## src/rtl/fpuv_op_sequencer.sv

```systemverilog
`default_nettype none
// ============================================================================
// fpuv_op_sequencer: fetches operand tuples, issues them to the FPU, logs
// {flags, result} and issue-to-result latency. Revision 1.0 - initial release
// ============================================================================
module fpuv_op_sequencer #(
    parameter int ELEN            = 64,
    parameter int NUM_SRCS        = 3,
    parameter int ADDR_W          = 12,
    parameter int MAX_OUTSTANDING = 4,
    parameter int FLAGS_W         = 5,
    parameter int TIMEOUT         = 1024,
    parameter int LAT_W           = 16
) (
    input  logic                      clk_i,
    input  logic                      rsn_i,
    input  logic                      start_i,
    input  logic                      mode_i,
    input  logic [ADDR_W-1:0]         num_ops_i,
    output logic                      busy_o,
    output logic                      done_o,
    output logic                      timeout_o,
    output logic                      spurious_o,
    output logic                      vec_rd_o,
    output logic [ADDR_W-1:0]         vec_addr_o,
    input  logic [ELEN-1:0]           vec_rdata_i,
    output logic [NUM_SRCS*ELEN-1:0]  op_src_o,
    output logic                      op_valid_o,
    input  logic                      op_ready_i,
    input  logic [ELEN-1:0]           result_data_i,
    input  logic [FLAGS_W-1:0]        result_flags_i,
    input  logic                      result_valid_i,
    output logic                      res_we_o,
    output logic [ADDR_W-1:0]         res_addr_o,
    output logic [FLAGS_W+ELEN-1:0]   res_wdata_o,
    output logic [ADDR_W-1:0]         issued_o,
    output logic [ADDR_W-1:0]         retired_o,
    output logic [LAT_W-1:0]          max_lat_o,
    output logic [LAT_W-1:0]          min_lat_o
);
    localparam int IDX_W = $clog2(NUM_SRCS + 1);
    localparam int OST_W = $clog2(MAX_OUTSTANDING + 1);
    localparam int PTR_W = $clog2(MAX_OUTSTANDING);
    localparam int TMO_W = $clog2(TIMEOUT + 1);

    typedef enum logic [2:0] {
        S_IDLE  = 3'd0,
        S_FETCH = 3'd1,
        S_ISSUE = 3'd2,
        S_DRAIN = 3'd3,
        S_DONE  = 3'd4,
        S_ERR   = 3'd5
    } state_e;

    state_e                     state_q, state_d;
    logic                       mode_q, mode_d;
    logic [ADDR_W-1:0]          num_ops_q, num_ops_d;
    logic [ADDR_W-1:0]          issued_q, issued_d;
    logic [ADDR_W-1:0]          retired_q, retired_d;
    logic [OST_W-1:0]           outst_q, outst_d;
    logic [PTR_W-1:0]           wr_ptr_q, wr_ptr_d;
    logic [PTR_W-1:0]           rd_ptr_q, rd_ptr_d;
    logic [LAT_W-1:0]           cyc_q;
    logic [TMO_W-1:0]           tmo_q, tmo_d;
    logic [IDX_W-1:0]           fetch_idx_q, fetch_idx_d;
    logic                       cap_valid_q, cap_valid_d;
    logic [IDX_W-1:0]           cap_idx_q, cap_idx_d;
    logic [NUM_SRCS*ELEN-1:0]   src_q, src_d;
    logic                       spurious_q, spurious_d;
    logic [LAT_W-1:0]           max_lat_q, max_lat_d;
    logic [LAT_W-1:0]           min_lat_q, min_lat_d;
    logic [LAT_W-1:0]           ts_fifo_q [MAX_OUTSTANDING];

    logic                       w_active, w_res_acc, w_hs, w_credit, w_rd, w_stuck;
    logic [LAT_W-1:0]           w_lat;
    logic [ADDR_W-1:0]          w_issued_inc, w_rd_addr;

    assign w_active     = (state_q == S_FETCH) || (state_q == S_ISSUE) || (state_q == S_DRAIN);
    assign w_res_acc    = result_valid_i && w_active && (outst_q != '0);
    assign w_hs         = (state_q == S_ISSUE) && op_ready_i;
    assign w_credit     = mode_q ? (outst_q < OST_W'(MAX_OUTSTANDING)) : (outst_q == '0);
    // Credit is only checked before the first read of a tuple; nothing can consume it mid-fetch.
    assign w_rd         = (state_q == S_FETCH) && (fetch_idx_q < IDX_W'(NUM_SRCS))
                          && ((fetch_idx_q != '0) || w_credit);
    assign w_rd_addr    = (issued_q * ADDR_W'(NUM_SRCS)) + ADDR_W'(fetch_idx_q);
    assign w_issued_inc = issued_q + ADDR_W'(1);
    assign w_lat        = cyc_q - ts_fifo_q[rd_ptr_q];
    assign w_stuck      = w_active && (outst_q != '0) && !w_res_acc;

    always_comb begin
        state_d     = state_q;
        mode_d      = mode_q;
        num_ops_d   = num_ops_q;
        issued_d    = issued_q;
        retired_d   = retired_q;
        outst_d     = outst_q;
        wr_ptr_d    = wr_ptr_q;
        rd_ptr_d    = rd_ptr_q;
        tmo_d       = w_stuck ? (tmo_q + TMO_W'(1)) : '0;
        fetch_idx_d = fetch_idx_q;
        cap_valid_d = w_rd;
        cap_idx_d   = cap_idx_q;
        src_d       = src_q;
        spurious_d  = spurious_q;
        max_lat_d   = max_lat_q;
        min_lat_d   = min_lat_q;

        if (w_hs) begin
            issued_d = w_issued_inc;
            wr_ptr_d = wr_ptr_q + PTR_W'(1);
        end
        if (w_res_acc) begin
            retired_d = retired_q + ADDR_W'(1);
            rd_ptr_d  = rd_ptr_q + PTR_W'(1);
            if (w_lat > max_lat_q) max_lat_d = w_lat;
            if (w_lat < min_lat_q) min_lat_d = w_lat;
        end
        if (w_hs && !w_res_acc) begin
            outst_d = outst_q + OST_W'(1);
        end else if (!w_hs && w_res_acc) begin
            outst_d = outst_q - OST_W'(1);
        end
        if (result_valid_i && (outst_q == '0)) spurious_d = 1'b1;

        if (w_rd) begin
            fetch_idx_d = fetch_idx_q + IDX_W'(1);
            cap_idx_d   = fetch_idx_q;
        end
        if (cap_valid_q) src_d[int'(cap_idx_q)*ELEN +: ELEN] = vec_rdata_i;

        case (state_q)
            S_FETCH: begin
                if (cap_valid_q && (cap_idx_q == IDX_W'(NUM_SRCS - 1))) begin
                    state_d     = S_ISSUE;
                    fetch_idx_d = '0;
                end
            end
            S_ISSUE: begin
                if (w_hs) state_d = (w_issued_inc < num_ops_q) ? S_FETCH : S_DRAIN;
            end
            S_DRAIN: begin
                if (retired_q == num_ops_q) state_d = S_DONE;
            end
            default: begin
                if (start_i) begin
                    mode_d      = mode_i;
                    num_ops_d   = num_ops_i;
                    issued_d    = '0;
                    retired_d   = '0;
                    outst_d     = '0;
                    wr_ptr_d    = '0;
                    rd_ptr_d    = '0;
                    tmo_d       = '0;
                    fetch_idx_d = '0;
                    spurious_d  = 1'b0;
                    max_lat_d   = '0;
                    min_lat_d   = '1;
                    state_d     = (num_ops_i == '0) ? S_DONE : S_FETCH;
                end
            end
        endcase

        if (w_stuck && (tmo_q == TMO_W'(TIMEOUT - 1))) state_d = S_ERR;
    end

    always_ff @(posedge clk_i or negedge rsn_i) begin
        if (!rsn_i) begin
            state_q     <= S_IDLE;
            mode_q      <= 1'b0;
            num_ops_q   <= '0;
            issued_q    <= '0;
            retired_q   <= '0;
            outst_q     <= '0;
            wr_ptr_q    <= '0;
            rd_ptr_q    <= '0;
            cyc_q       <= '0;
            tmo_q       <= '0;
            fetch_idx_q <= '0;
            cap_valid_q <= 1'b0;
            cap_idx_q   <= '0;
            src_q       <= '0;
            spurious_q  <= 1'b0;
            max_lat_q   <= '0;
            min_lat_q   <= '1;
        end else begin
            state_q     <= state_d;
            mode_q      <= mode_d;
            num_ops_q   <= num_ops_d;
            issued_q    <= issued_d;
            retired_q   <= retired_d;
            outst_q     <= outst_d;
            wr_ptr_q    <= wr_ptr_d;
            rd_ptr_q    <= rd_ptr_d;
            cyc_q       <= cyc_q + LAT_W'(1);
            tmo_q       <= tmo_d;
            fetch_idx_q <= fetch_idx_d;
            cap_valid_q <= cap_valid_d;
            cap_idx_q   <= cap_idx_d;
            src_q       <= src_d;
            spurious_q  <= spurious_d;
            max_lat_q   <= max_lat_d;
            min_lat_q   <= min_lat_d;
        end
    end

    // Timestamp storage needs no reset: the pointers define which entries are live.
    always_ff @(posedge clk_i) begin
        if (w_hs) ts_fifo_q[wr_ptr_q] <= cyc_q;
    end

    assign busy_o      = w_active;
    assign done_o      = (state_q == S_DONE) || (state_q == S_ERR);
    assign timeout_o   = (state_q == S_ERR);
    assign spurious_o  = spurious_q;
    assign vec_rd_o    = w_rd;
    assign vec_addr_o  = w_rd ? w_rd_addr : '0;
    assign op_src_o    = src_q;
    assign op_valid_o  = (state_q == S_ISSUE);
    assign res_we_o    = w_res_acc;
    assign res_addr_o  = retired_q;
    assign res_wdata_o = w_res_acc ? {result_flags_i, result_data_i} : '0;
    assign issued_o    = issued_q;
    assign retired_o   = retired_q;
    assign max_lat_o   = max_lat_q;
    assign min_lat_o   = min_lat_q;

endmodule
`default_nettype wire

```

## config.mk

```make
export PLATFORM = sky130hd
export DESIGN_NAME = fpuv_op_sequencer
export DESIGN_NICKNAME = d
export VERILOG_FILES = /design/src/rtl/fpuv_op_sequencer.sv
export SDC_FILE = /design/constraint.sdc
export NUM_CORES = 1
export LEC_CHECK = 0
export ABC_AREA = 1
export BUFFER_PORTS_ARGS = -buffer_cell sky130_fd_sc_hd__buf_2
export CORE_MARGIN = 1
export CORE_UTILIZATION = 50
export CTS_CLUSTER_DIAMETER = 80
export CTS_CLUSTER_SIZE = 14
export DETAILED_ROUTE_END_ITERATION = 6
export PLACE_DENSITY = 0.76
export SKIP_CTS_REPAIR_TIMING = 1
export SLEW_MARGIN = 20
export SYNTH_ARGS = -nofsm -noshare
export SYNTH_HDL_FRONTEND = slang
export SYNTH_SLANG_ARGS = --single-unit
export TNS_END_PERCENT = 30
```

## constraint.sdc

```tcl
create_clock -name clk_i -period 5.2 [get_ports clk_i]
set_clock_uncertainty 0.2 [all_clocks]
set_input_delay 0.26 -clock clk_i [delete_from_list [all_inputs] [get_ports clk_i]]
set_output_delay 0.26 -clock clk_i [all_outputs]
set_load 0.005 [all_outputs]
```

==> results of run 1 <==
## report_power, final
| part | internal, uW | total [uW] | switching, uW |
|---|---|---|---|
| Combinational | 1980 | 5080 | 3100 |
| Sequential | 3850 | 4530 | 684 |
| Clock | 1140 | 2180 | 1040 |
## worst paths after layout
| kind | end | slack [ps] | cells past startpoint |
|---|---|---|---|
| min in group asynchronous | op_src_o[77] | 150 | 2 |
| hold / removal | issued_o[8] | 120 | 4 |
| setup reg to reg | max_lat_o[12] | 790 | 24 |
| max in group asynchronous | rd_ptr_q[0] | 3400 | 3 |
| hold reg to reg | tmo_q[0] | 260 | 1 |
| setup / recovery | max_lat_o[12] | 790 | 24 |
## flip-flops by register name (all words and copies together), names as in the netlist, 3 cells and up
name	flops
ts_fifo_q	64
cyc_q	16
num_ops_q	12
state_q	3
min_lat_o	16
res_addr_o	12
outst_q	3
op_src_o	192
issued_o	12
max_lat_o	16
tmo_q	11
## placed cells by master, fill, tap and decap left out, types with 3 or more instances in the layout
cell type and count:
xnor2_1 19, a211oi_1 3, nand2_2 7, ha_1 93
o21ai_0 180, inv_1 322, nand4_1 18, edfxtp_1 64
a21oi_1 81, nand2_1 532, inv_2 3, o41ai_1 64
o211ai_1 3, dfstp_2 16, a32o_1 14, dfrtp_1 288
and2_1 3, nor3_1 19, clkbuf_1 23, clkbuf_16 30
nand3b_1 11, xor2_1 26, buf_2 497, nor2_1 188
dlygate4sd3_1 80, buf_4 18, fa_1 3, o21bai_1 4
nand3_1 85
## kinds of logic (layout without fill, tap and decap cells)
group | after synthesis | in the layout | share of synthesized area, %
and+or+nand+nor | 875 | 875 | 19.2
buffers and inverters | 432 | 981 | 9.15
DFF | 368 | 368 | 51.3
AOI/OAI and AO/OA | 358 | 358 | 11.6
adders and majority gates | 97 | 97 | 6.64
xor gates and xnor gates | 45 | 45 | 2.12
other | 0 | 1 | 0
## per-layer routing
| metal | wire length, um | vias to the layer above |
|---|---|---|
| li1 | - | 8079 |
| met3 | 4070 | 178 |
| met5 | 0 | - |
| met2 | 27400 | 805 |
| met4 | 2870 | 0 |
| met1 | 22200 | 8214 |
## worst min-delay path: cells and delay by family
family                 cells  cell delay, ps
and+or+nand+nor            3             510
buffers and inverters      1              90
## through the flow
stage          util [%]  instance area [um^2]  setup slack, ps
6_report           63.2                 23100              789
2_1_floorplan         -                 18600             1340
3_3_place_gp       58.5                 21400              674
5_1_grt            63.2                 23100              345
3_5_place_dp       58.5                 21400              500
4_1_cts            60.9                 22300              480
## cell type report
type                    count  share of cell area [%]
inverters                 328                    5.35
well taps                 468                    2.53
multi-input cells        1375                    32.0
clock inverters             3                   0.238
diodes                      1                  0.0108
clock buffers              53                    3.62
flip-flops and latches    368                    41.3
repair buffers            597                    15.0
==> out/metrics.cfg, run 1 <==
[timing]
timing.hold.ws_ps = 124
hold_viol_final = 0
rsz0062_at_grt = false
slew_viol_final = 0
fin_crit_sh_pct = 84.8
worstMarginPinSlew_ps = 931
fmax_mhz = 227
setup_viol = 0
period_minus_slack_ps = 4410
maxSlewHeadroom_pct = 37.9
tns_ps = 0

[synth]
synth_common_cells = 537 x nand2_1, 322 x inv_1, 288 x dfrtp_1
synth-async-reset-ratio_pct = 82.6
synth_area_leader_cell = dfrtp_1
syn-instance-count = 2175
synth-seq-cells = 368
synth-seq-area-share_pct = 51.3
yosys.area.top_type_share_pct = 38.7
synth-edff-count = 64
yosysMostFrequentCell = nand2_1
synth_nets = 2423
synth.avg_cell_area_um2 = 8.56
synth_warnings = 0
ys_top_cells_by_area = dfrtp_1 39%, nand2_1 11%, edfxtp_1 10%
syn_area_um2 = 18600
synth.distinct_cells = 46
ys.flop_type = dfrtp_1

[worst_setup_path]
cp_common_cell = nand2_1
cp_data_required_time_ps = 5500
critPathArrivalTime_ps = 4720
worst_setup_path_start_kind = flop
crit_path_start = rd_ptr_q[0]
critPathCaptureType = flop
cp_max_fo = 33
worstSetupPathType = flop to flop
r2r_start = rd_ptr_q[0]
crit_buf_inv = 2
crit_slowest_cell = fa_1
slowest_delay_ps = 440
cp_top_family = simple AND/OR/NAND/NOR gates
crit_chain = buf_4 > o21ai_0 > o22ai_1 > ha_1 > inv_1 > fa_1 > nand3_1 > nand3_1 > nand2_1 > nand2_1 > nand2_1 > nand2_1 > nand2_1 > nand2_1 > ha_1 > nand2_1 > nor2_1 > nand2_1 > nor2_1 > nor2_4 > nand2_1 > nand2_1 > nand2_1 > nor2_1

[routing]
drt_iter0_markers = 1184
drcViolationCount = 0
avgRoutedWirePerCell_um = 17.7
viasPerCell = 5.41
postRouteAntennaNets = 0
via_count = 17300
first_pass_iters = 5
routed_wl_mm = 56.6

[floorplan]
rows = 70
io_pins = 499
fp.dieArea_um2 = 38000
die_w_um = 195
die_y_um = 195
core_area_um2 = 36600
start_util_pct = 50.9

[global_routing]
grt.total_usage_pct = 28.4
grt_use_met2_pct = 47.9
antenna_found_initial = 1
grt_pass1_wl_mm = 86.6
grt.met3_usage_pct = 4.96
use_met1_pct = 35.8
grt_max_degree = 103
grt.overflow.total = 0
grt_pass1_vias = 16100
top_usage_layer = met2

[cells_and_area]
ff_latch_area_um2 = 9550
final_cells = 3193
multi_input_area_um2 = 7400
area_growth_pct = 24.2
fin_nets = 2948
nFillCells = 3018
drive_gt1_share_pct = 21.7

[cts]
cts_max_path_buffers = 3
ctsHtreeMaxLevel = 1
clk_latency_ps = 570
clockRootBuffer = clkbuf_16
cts_tree = done
cts_buffers = 30
path_clk_slew_ps = 70
clock-sinks = 368

[power]
ir_drop_v = 0.000346
p_per_area_nw_per_um2 = 510
p_leak_uw = 0.0127
power.total_uw = 11800

[placed_design]
place_hpwl_mm = 39.4
place_congestion = 0.914
placement.io_buffers = 498
dp.cells = 3056

[flow_run]
maxCapViolCount = 0

[worst_hold_path]
hold_class = primary input to flop
min_from = op_ready_i

[status]
outcome = complete, no violations

Note: power is estimated with default switching activity, not from simulation.
==> inputs of run 2 (changes only) <==
clock period = 4.2 ns   (was 5.2 ns; I/O delays follow)
==> run 2 against run 1 <==
Compared with the run above: sequential cell count unchanged; combinational power up 27%; register-to-register slack worse by 510 ps; sequential power up 24%; sequential share of layout area down 0.43 points; critical path type unchanged; critical endpoint is now min_lat_o[9].
==> out/metrics.cfg, run 2 (synthesis results as in run 1) <==
[status]
outcome = complete, no violations

[placed_design]
place_hpwl_mm = 39.8
placed_cell_area_um2 = 21600
placement.io_buffers = 498
place_congestion = 0.927
dp.cells = 3069

[global_routing]
antenna_found_initial = 3
grt.total_usage_pct = 28.5
grt.overflow.total = 0
grt_pass1_vias = 16100
grt_max_degree = 129
grt_pass1_wl_mm = 87.5

[routing]
drcViolationCount = 0
avgRoutedWirePerCell_um = 17.9
via_count = 17400
postRouteAntennaNets = 0
first_pass_iters = 7
drt_iter0_markers = 1199
viasPerCell = 5.43
routed_wl_mm = 57.4

[cells_and_area]
final_cell_mix = 530 x nand2_1, 497 x buf_2, 321 x inv_1
drive_gt1_share_pct = 22.5
fin_nets = 2965
final_cells = 3203
fin_area_um2 = 23400
largest_reg_flops = 192
final_common_cell = nand2_1
area_growth_pct = 25.5

[timing]
rsz0062_at_grt = false
maxSlewHeadroom_pct = 43.5
period_minus_slack_ps = 3920
worstMarginPinSlew_ps = 847
fin_crit_sh_pct = 93.4
setup_viol = 0
hold_viol_final = 0
slew_viol_final = 0
fmax_mhz = 255
timing.hold.ws_ps = 32.0

[power]
ir_drop_v = 0.000444
p_per_area_nw_per_um2 = 634
p_leak_uw = 0.0129

[cts]
clk_latency_ps = 580
cts_tree = done
path_clk_slew_ps = 70
cts_max_path_buffers = 3
clockRootBuffer = clkbuf_16
cts_buffers = 31
clock-sinks = 368
ctsHtreeMaxLevel = 1

[worst_setup_path]
cp_top_family = simple AND/OR/NAND/NOR gates
worstSetupPathType = flop to flop
crit_buf_inv = 6
cp_max_fo = 29
cp_common_cell = nand2_1
critPathArrivalTime_ps = 4190
cp_data_required_time_ps = 4470
crit_slowest_cell = dfrtp_2
worst_setup_path_start_kind = flop
critPathCaptureType = flop
slowest_delay_ps = 480

[floorplan]
core_area_um2 = 36600
die_w_um = 195
io_pins = 499
fp.dieArea_um2 = 38000
rows = 70
start_util_pct = 50.9
die_y_um = 195

[worst_hold_path]
hold_class = primary input to asynchronous set/reset pin

[flow_run]
maxCapViolCount = 0

run 2: cell types whose count changed in the layout (fill, tap and decap cells not counted), sizes merged:
cell | previous run | this run
buf | 517 | 532
diode | 1 | 3
nor2 | 191 | 192
inv | 327 | 329
clkbuf | 53 | 44
bufinv | 1 | 0
run 2: per-stage QoR:
step                      setup TNS [ps]  total power (uW)  util [%]  worst slack [ps]
after floorplan                        0              9210         -               339
after global placement              -348             11600      58.9             -79.6
after detailed placement           -1300             11900      58.9              -276
after CTS                          -1530             14700      61.4              -322
after global routing                   0             15900      63.8              3.21
final                                  0             14800      63.8               278
run 2: tightest hold or removal path, cell delays in order:
cell	delay, ps
dlygate4sd3_1	560
buf_8	170
buf_12	230
run 2: power by group:
group	switching [uW]	total, uW	internal, uW
Clock	1320	2740	1430
Sequential	857	5620	4760
Combinational	3890	6460	2570
Total	6060	14800	8760
run 2: cell type report:
class                           instances  area [um^2]
Antenna cell                            3         7.51
Clock buffer                           44          867
Clock inverter                          4         31.3
Fill cell                            2958        13200
Inverter                              328         1240
Multi-Input combinational cell       1376         7430
Sequential cell                       368         9550
Tap cell                              468          586
Timing Repair Buffer                  612         3660
run 2: final timing paths:
check,startpoint,end,slack [ps],cells past startpoint
setup reg to reg,rd_ptr_q[0],min_lat_o[9],280,25
hold reg to reg,tmo_q[0],tmo_q[0],270,1
min in group clk_i,op_ready_i,issued_o[8],50,4
max in group asynchronous,rsn_i,cyc_q[15],2910,4
setup / recovery,rd_ptr_q[0],min_lat_o[9],280,25
hold / removal,rsn_i,op_src_o[71],30,3
run 2: metal layers:
metal,track usage [%],routed length (um)
met5,0,0
met1,36.2,22000
met2,48.0,27800
met4,13.2,3210
met3,4.49,4360
